<file path="src/rtl/ifetch_mem_arbiter.sv">
// ifetch_mem_arbiter
//   Lets the instruction-fetch requester and the data-access requester share
//   one single-ported synchronous RAM with a 1-cycle read latency. At most one
//   request is granted per cycle. The RAM read data is steered back to the
//   request's owner on the following cycle.
//
//   Default arbitration: data has fixed priority over inst. A starvation
//   guard forces an inst grant once a pending fetch has lost MAX_WAIT
//   consecutive cycles.
//   Optional macro ARB_RR_EN: replaces that scheme with round-robin between
//   the two requesters. On contention, the requester that did not win the
//   most recent grant wins.
//
//   inst_cancel (flush) in the grant cycle or the response cycle suppresses
//   the fetch response. A fetch on a mispredicted path therefore never
//   returns data.
//
// Ports
//   clk, reset        clock, synchronous active-high reset
//   inst_req_*        fetch request (valid/addr) and grant (ready)
//   inst_cancel       flush of an in-flight or currently granted fetch
//   inst_rsp_*        fetch response, 1 cycle after grant, no backpressure
//   data_req_*        load/store request; w_en == 0 means load
//   data_rsp_*        load response, 1 cycle after grant; stores give none
//   ram_*             single-port RAM command and read data
//
// Parameters
//   ADDR_W    address width (both requesters and the RAM)
//   DATA_W    data width; byte enables are DATA_W/8 wide
//   MAX_WAIT  cycles a pending fetch may lose before it is forced to win (1..15)

module ifetch_mem_arbiter #(
  parameter int ADDR_W   = 32,
  parameter int DATA_W   = 32,
  parameter int MAX_WAIT = 3
) (
  input  logic                clk,
  input  logic                reset,

  input  logic                inst_req_valid,
  input  logic [ADDR_W-1:0]   inst_req_addr,
  output logic                inst_req_ready,
  input  logic                inst_cancel,
  output logic                inst_rsp_valid,
  output logic [DATA_W-1:0]   inst_rsp_data,

  input  logic                data_req_valid,
  input  logic [DATA_W/8-1:0] data_req_w_en,
  input  logic [ADDR_W-1:0]   data_req_addr,
  input  logic [DATA_W-1:0]   data_req_w_data,
  output logic                data_req_ready,
  output logic                data_rsp_valid,
  output logic [DATA_W-1:0]   data_rsp_data,

  output logic                ram_en,
  output logic [DATA_W/8-1:0] ram_w_en,
  output logic [ADDR_W-1:0]   ram_addr,
  output logic [DATA_W-1:0]   ram_w_data,
  input  logic [DATA_W-1:0]   ram_r_data
);

  localparam int BE_W = DATA_W / 8;

  typedef enum logic [1:0] {
    OWN_NONE = 2'd0,
    OWN_INST = 2'd1,
    OWN_DATA = 2'd2
  } owner_e;

  typedef struct packed {
    logic [ADDR_W-1:0] addr;
    logic [BE_W-1:0]   w_en;
    logic [DATA_W-1:0] w_data;
  } ram_cmd_t;

  owner_e     owner;
  logic [3:0] wait_cnt;
  logic       inst_wins;    // inst takes the slot when both are valid
  logic       grant_inst;
  logic       grant_data;
  logic       data_is_rd;
  ram_cmd_t   cmd;

  assign data_is_rd = (data_req_w_en == '0);

  // ---------------------------------------------------------------------
  // Contention tie-break
  // ---------------------------------------------------------------------
`ifdef ARB_RR_EN
  localparam logic LG_INST = 1'b0;
  localparam logic LG_DATA = 1'b1;

  logic last_grant;

  // The loser of the most recent grant wins the next contention.
  assign inst_wins = (last_grant == LG_DATA);
  assign wait_cnt  = 4'd0;

  always_ff @(posedge clk) begin
    if (reset)           last_grant <= LG_INST;  // data wins first contention
    else if (grant_data) last_grant <= LG_DATA;
    else if (grant_inst) last_grant <= LG_INST;
  end
`else
  localparam logic [3:0] MAX_WAIT_C = 4'(MAX_WAIT);

  assign inst_wins = (wait_cnt == MAX_WAIT_C);

  // Counts consecutive lost cycles of a pending fetch. Cancel alone does not
  // clear it; only a grant or a dropped request does.
  always_ff @(posedge clk) begin
    if (reset)
      wait_cnt <= 4'd0;
    else if (!inst_req_valid || grant_inst)
      wait_cnt <= 4'd0;
    else if (wait_cnt < MAX_WAIT_C)
      wait_cnt <= wait_cnt + 4'd1;
  end
`endif

  // ---------------------------------------------------------------------
  // Grant: combinational from this cycle's requests and registered state.
  // Reset masks every grant, so the RAM stays idle even with requests valid.
  // ---------------------------------------------------------------------
  always_comb begin
    grant_inst = 1'b0;
    grant_data = 1'b0;
    if (!reset) begin
      if (inst_req_valid && data_req_valid) begin
        grant_inst = inst_wins;
        grant_data = !inst_wins;
      end else begin
        grant_inst = inst_req_valid;
        grant_data = data_req_valid;
      end
    end
  end

  assign inst_req_ready = grant_inst;
  assign data_req_ready = grant_data;

  // ---------------------------------------------------------------------
  // RAM command mux. An idle cycle drives all zeros. A fetch never writes.
  // ---------------------------------------------------------------------
  always_comb begin
    cmd = '0;
    if (grant_data) begin
      cmd.addr   = data_req_addr;
      cmd.w_en   = data_req_w_en;
      cmd.w_data = data_req_w_data;
    end else if (grant_inst) begin
      cmd.addr   = inst_req_addr;
    end
  end

  assign ram_en     = grant_inst | grant_data;
  assign ram_addr   = cmd.addr;
  assign ram_w_en   = cmd.w_en;
  assign ram_w_data = cmd.w_data;

  // ---------------------------------------------------------------------
  // Owner of next cycle's read data. A store completes at grant, so it
  // leaves no owner. A fetch cancelled in its grant cycle still reads the
  // RAM, but the data is discarded.
  // ---------------------------------------------------------------------
  always_ff @(posedge clk) begin
    if (reset)
      owner <= OWN_NONE;
    else if (grant_inst && !inst_cancel)
      owner <= OWN_INST;
    else if (grant_data && data_is_rd)
      owner <= OWN_DATA;
    else
      owner <= OWN_NONE;
  end

  // ---------------------------------------------------------------------
  // Responses. A late cancel still kills a returning fetch. Reset drops
  // anything in flight and holds every output low.
  // ---------------------------------------------------------------------
  assign inst_rsp_valid = !reset && (owner == OWN_INST) && !inst_cancel;
  assign data_rsp_valid = !reset && (owner == OWN_DATA);
  assign inst_rsp_data  = inst_rsp_valid ? ram_r_data : '0;
  assign data_rsp_data  = data_rsp_valid ? ram_r_data : '0;

endmodule

</file>
<file path="config.mk">
export PLATFORM = sky130hd
export DESIGN_NAME = ifetch_mem_arbiter
export DESIGN_NICKNAME = d
export VERILOG_FILES = /design/src/rtl/ifetch_mem_arbiter.sv
export SDC_FILE = /design/constraint.sdc
export NUM_CORES = 1
export LEC_CHECK = 0
export ABC_CLOCK_PERIOD_IN_PS = 2300
export CAP_MARGIN = 0
export CORE_AREA = 2 2 106 108
export DETAILED_ROUTE_END_ITERATION = 6
export DIE_AREA = 0 0 108 110
export HOLD_SLACK_MARGIN = 0.12
export SLEW_MARGIN = 40
export SYNTH_ARGS = -nofsm -noshare
export SYNTH_HDL_FRONTEND = slang
export SYNTH_SLANG_ARGS = --single-unit
</file>
<file path="constraint.sdc">
create_clock -name clk -period 2.3 [get_ports clk]
set_input_delay 0.23 -clock clk [delete_from_list [all_inputs] [get_ports clk]]
set_output_delay 0.23 -clock clk [all_outputs]
set_load 0.02 [all_outputs]
</file>
# Yosys cells after proc, flatten, opt, wreduce, memory -nomap -nowiden
# Cells that the tools add are included.
# word_totals
output_inout_bits	137
in_bits	137
register_bits	6
# op_classes
n_reduce_logical	14
mux	11
addsub	1
eq_ne	3
magnitude_cmp	1
n_bitwise	1
# op_table
operator	n
32-bit two-way mux	4
36-bit two-way mux	1
1-bit logical AND	6
1-bit two-way mux	5
4-bit by 1-bit adder with 4-bit output (second input constant)	1
4-bit by 2-bit == test with 1-bit output (second input constant)	1
1-bit logical NOT	4
4-bit logical NOT	1
4-bit by 2-bit < comparator with 1-bit output (second input constant)	1
2-bit OR reduction	2
2-bit by 1-bit == test with 1-bit output (second input constant)	1
2-bit == test (second input constant)	1
2-bit two-way mux	1
1-bit logical OR	1
1-bit OR	1

# Longest topological paths before layout
# depth
word_depth	7
depth_mapped	6

# Least setup slack after synthesis
# OpenSTA, ideal clock, no wires.
# synth_timing
path_kind	register -> output
from	reg wait_cnt[0]
to	out ram_addr[23]
path_buffers	1
arrival_time_ns	1.702
required_time_ns	2.070
setup_slack_ns	0.368
path_stages_with_launch	6
cell_sequence	dfxtp_1 ha_1 or3b_4 a211oi_4 buf_6 a22o_1
# synth_via
elab_chain_cells	5
# synth_rtl
item	line_no	rtl
start, declared	77	logic [3:0] wait_cnt;
start signal, assigned	117	wait_cnt <= wait_cnt + 4'd1;
4-bit by 2-bit == test with 1-bit output	107	assign inst_wins = (wait_cnt == MAX_WAIT_C);
1-bit two-way mux	129	if (inst_req_valid && data_req_valid) begin
1-bit two-way mux	128	if (!reset) begin
named net inst_req_ready	42	output logic inst_req_ready,
32-bit two-way mux	151	end else if (grant_inst) begin
32-bit two-way mux	147	if (grant_data) begin
end, declared	57	output logic [ADDR_W-1:0] ram_addr,
# The timed path passes the listed nets, and every way through them passes these cells.

# Worst setup path in the final report
# layout_timing
from	reg wait_cnt[0]
to	out ram_addr[5]
# layout_via
elab_chain_cells	5
# layout_rtl
item	line_no
4-bit by 2-bit == test with 1-bit output *	107
1-bit two-way mux / 1-bit logical NOT (equally long branches)	129, 131
1-bit two-way mux (on tied branches)	128, 129
32-bit two-way mux / 1-bit two-way mux (equally long branches)	151, 128
32-bit two-way mux *	147
# Mark *: on every way between the ends. The rest lies on a longest branch, timed or not.

==> impl_metrics.tcl <==
set metrics [dict create \
    status "finished with violations" \
    synthAdderAreaFrac 0.00956 \
    first_iter_violations 90 \
    synth-seq-area-share 0.0918 \
    period_minus_slack_ns 2.32 \
    die-height_um 110 \
    dp.final_hpwl_um 7640 \
    arrival_ns 2.09 \
    path_class "reg2out" \
    cp.required_ns 2.07 \
    area_delta_synth_final_pct 208 \
    fill_cells 1160 \
    critPathLaunchType "register" \
    die_area_um2 11900 \
    drv_slew 0 \
    core-area_um2 10700 \
    synth_cells 177 \
    power.density_nw_per_um2 197 \
    worstMarginPinSlew_ns 0.358 \
    finish.utilization 0.377 \
    gr-total-overflow 0 \
    gp_congestion 0.807 \
    layout.cells.most_common "clkdlybuf4s50_1" \
    post-route-worst-setup-slack_ns -0.0244 \
    total_power_w 0.000796 \
    postPlaceCellArea_um2 4270 \
    crit_path_end_kind "primary output" \
    drt_first_pass_iters 4 \
    vias 2309 \
    ctsRootBufferMaster "clkbuf_8" \
    vias_per_cell 3.89 \
    finalCritPeriodShare 1.01 \
    ant_nets 0 \
    hold_path.class "reg2reg" \
    diodes 0 \
    clkTransAtPathRegs_ns 0.03 \
    grt_usage 0.140 \
    start_util 0.122 \
    postRouteWirelength_um 9120 \
    maxCapViolCount 0 \
    die_x_um 108 \
    ys_warn_count 0 \
    slew_headroom 0.759 \
    mostFrequentLayoutCells "138 x clkdlybuf4s50_1, 100 x and2_1, 66 x dlygate4sd2_1" \
    rsz0062_at_grt "true" \
    grt_pass1_vias 2342 \
    clock_skew_ns 0.000429 \
    violations "setup timing" \
    synthMuxAreaShare 0.00765 \
    yosys.area_share.simple 0.555 \
    synth_top_family_by_area "simple AND/OR/NAND/NOR gates" \
    cts_tree "done" \
    multi_input_area_um2 1090 \
    cts.sinks 6 \
    pin_count 274 \
    ff_latch_area_um2 120 \
    nets 593 \
    fmax_mhz 430 \
    drive_gt1_frac 0.199 \
    antenna_found_initial 0 \
    grt_pass1_wl_um 13000 \
    irDropWorstVdd_uv 126 \
    critPathMaxFanout 17 \
    ys_seq_elements 6 \
    clkLatencyLatePin_ns 0.22 \
    drc 0 \
    syn_area_um2 1310 \
    synth_compound_area_frac 0.235 \
    setup_viol 16 \
    cts_made_buffers 3 \
    p_leak_nw 2.10 \
    synth_cell_types 22 \
    syn-num-nets 315 \
    portBuffers 273 \
    ctsHoldBuffers 0 \
    h-tree-depth 1 \
    grt_max_degree 28 \
    clockBufferDepth 2 \
    finalHoldViolCount 0 \
    syn_avg_cell_area_um2 7.39 \
    synth-xor-area-share 0.00669 \
    final_area_um2 4030 \
    wire_per_inst_um 15.4 \
    rows 38 \
]
==> metrics by stage <==
step	TNS, ns	std cells	setup slack, ns	hold slack (ns)
after floorplan	0	177	0.368	0.383
after global placement	-8.65	587	-0.124	0.483
after detailed placement	-11.35	587	-0.147	0.490
after CTS	-1.24	592	-0.0908	0.495
after global routing	-1.77	593	-0.128	0.514
final	-0.211	593	-0.0244	0.496
==> logic make-up (layout without fill, tap and decap cells) <==
kind of cell             Yosys count  count (layout)
AND/OR/NAND/NOR                  116             116
AO/OA/AOI/OAI                     34              34
buffers and inverters             18             294
flip-flops                         6               6
adder cells (fa/ha/maj)            1               1
XOR/XNOR                           1               1
multiplexers                       1               1
==> final timing paths <==
path               start     endpoint  depth (start not counted)  slack (ns)
min          wait_cnt[2]  wait_cnt[2]                          1        0.50
min reg2reg  wait_cnt[2]  wait_cnt[2]                          1        0.50
max          wait_cnt[0]  ram_addr[5]                          7       -0.02
max reg2reg  wait_cnt[0]     owner[0]                          6        0.52
==> power breakdown <==
group          internal [W]  switching [W]  leakage (nW)
combinational      0.000330       0.000206          2.03
clock              0.000112      0.0000404        0.0216
sequential         0.000106     0.00000101        0.0486
==> repair_timing <==
action,CTS,global route
pin swaps,2,1
setup endpoints to repair,134,65
cloned,1,0
gates resized for setup,231,94
setup buffers,1,1
==> synthesized netlist by cell type <==
master    number  area (um^2)
a211oi_4       1         20.0
a22o_1        32          280
and2_1       100          626
and2b_1        1         7.51
and3_1         2         12.5
and3_2         1         7.51
buf_2          2         10.0
buf_6          7         78.8
clkbuf_1       8         30.0
clkinv_1       1         3.75
dfxtp_1        6          120
ha_1           1         12.5
mux2i_1        1         10.0
nand3_1        1         5.00
nor2_1         5         18.8
nor2b_1        1         6.26
nor3_1         2         10.0
nor3b_1        1         7.51
nor4b_2        1         15.0
o21a_1         1         7.51
or3b_4         1         11.3
xnor2_1        1         8.76
==> sequential cells by signal, summed over array words and instances (netlist names) <==
name,count
wait_cnt,4
owner,2
==> layout make-up <==
| type | count | share of cell area |
|---|---|---|
| multi-input cells | 153 | 0.271 |
| repair buffers | 290 | 0.645 |
| well taps | 140 | 0.0434 |
| clock buffers | 3 | 0.0102 |
| flip-flops and latches | 6 | 0.0298 |
| inverters | 1 | 0.000931 |
==> layer usage <==
layer	vias to the layer above	track usage	routed length, um
met5	-	0	0
met4	0	0.0284	133
met3	12	0.0447	848
met2	125	0.269	4790
met1	1024	0.149	3350
li1	1148	-	-
==> critical path, stage by stage, from the launching register on <==
cell       delay, ns
dfxtp_1         0.32
ha_1            0.17
or3b_4          0.42
a211oi_4        0.26
buf_4           0.15
bufbuf_16       0.28
a22o_1          0.14
buf_4           0.14
Power figures use the tool's default switching activity.
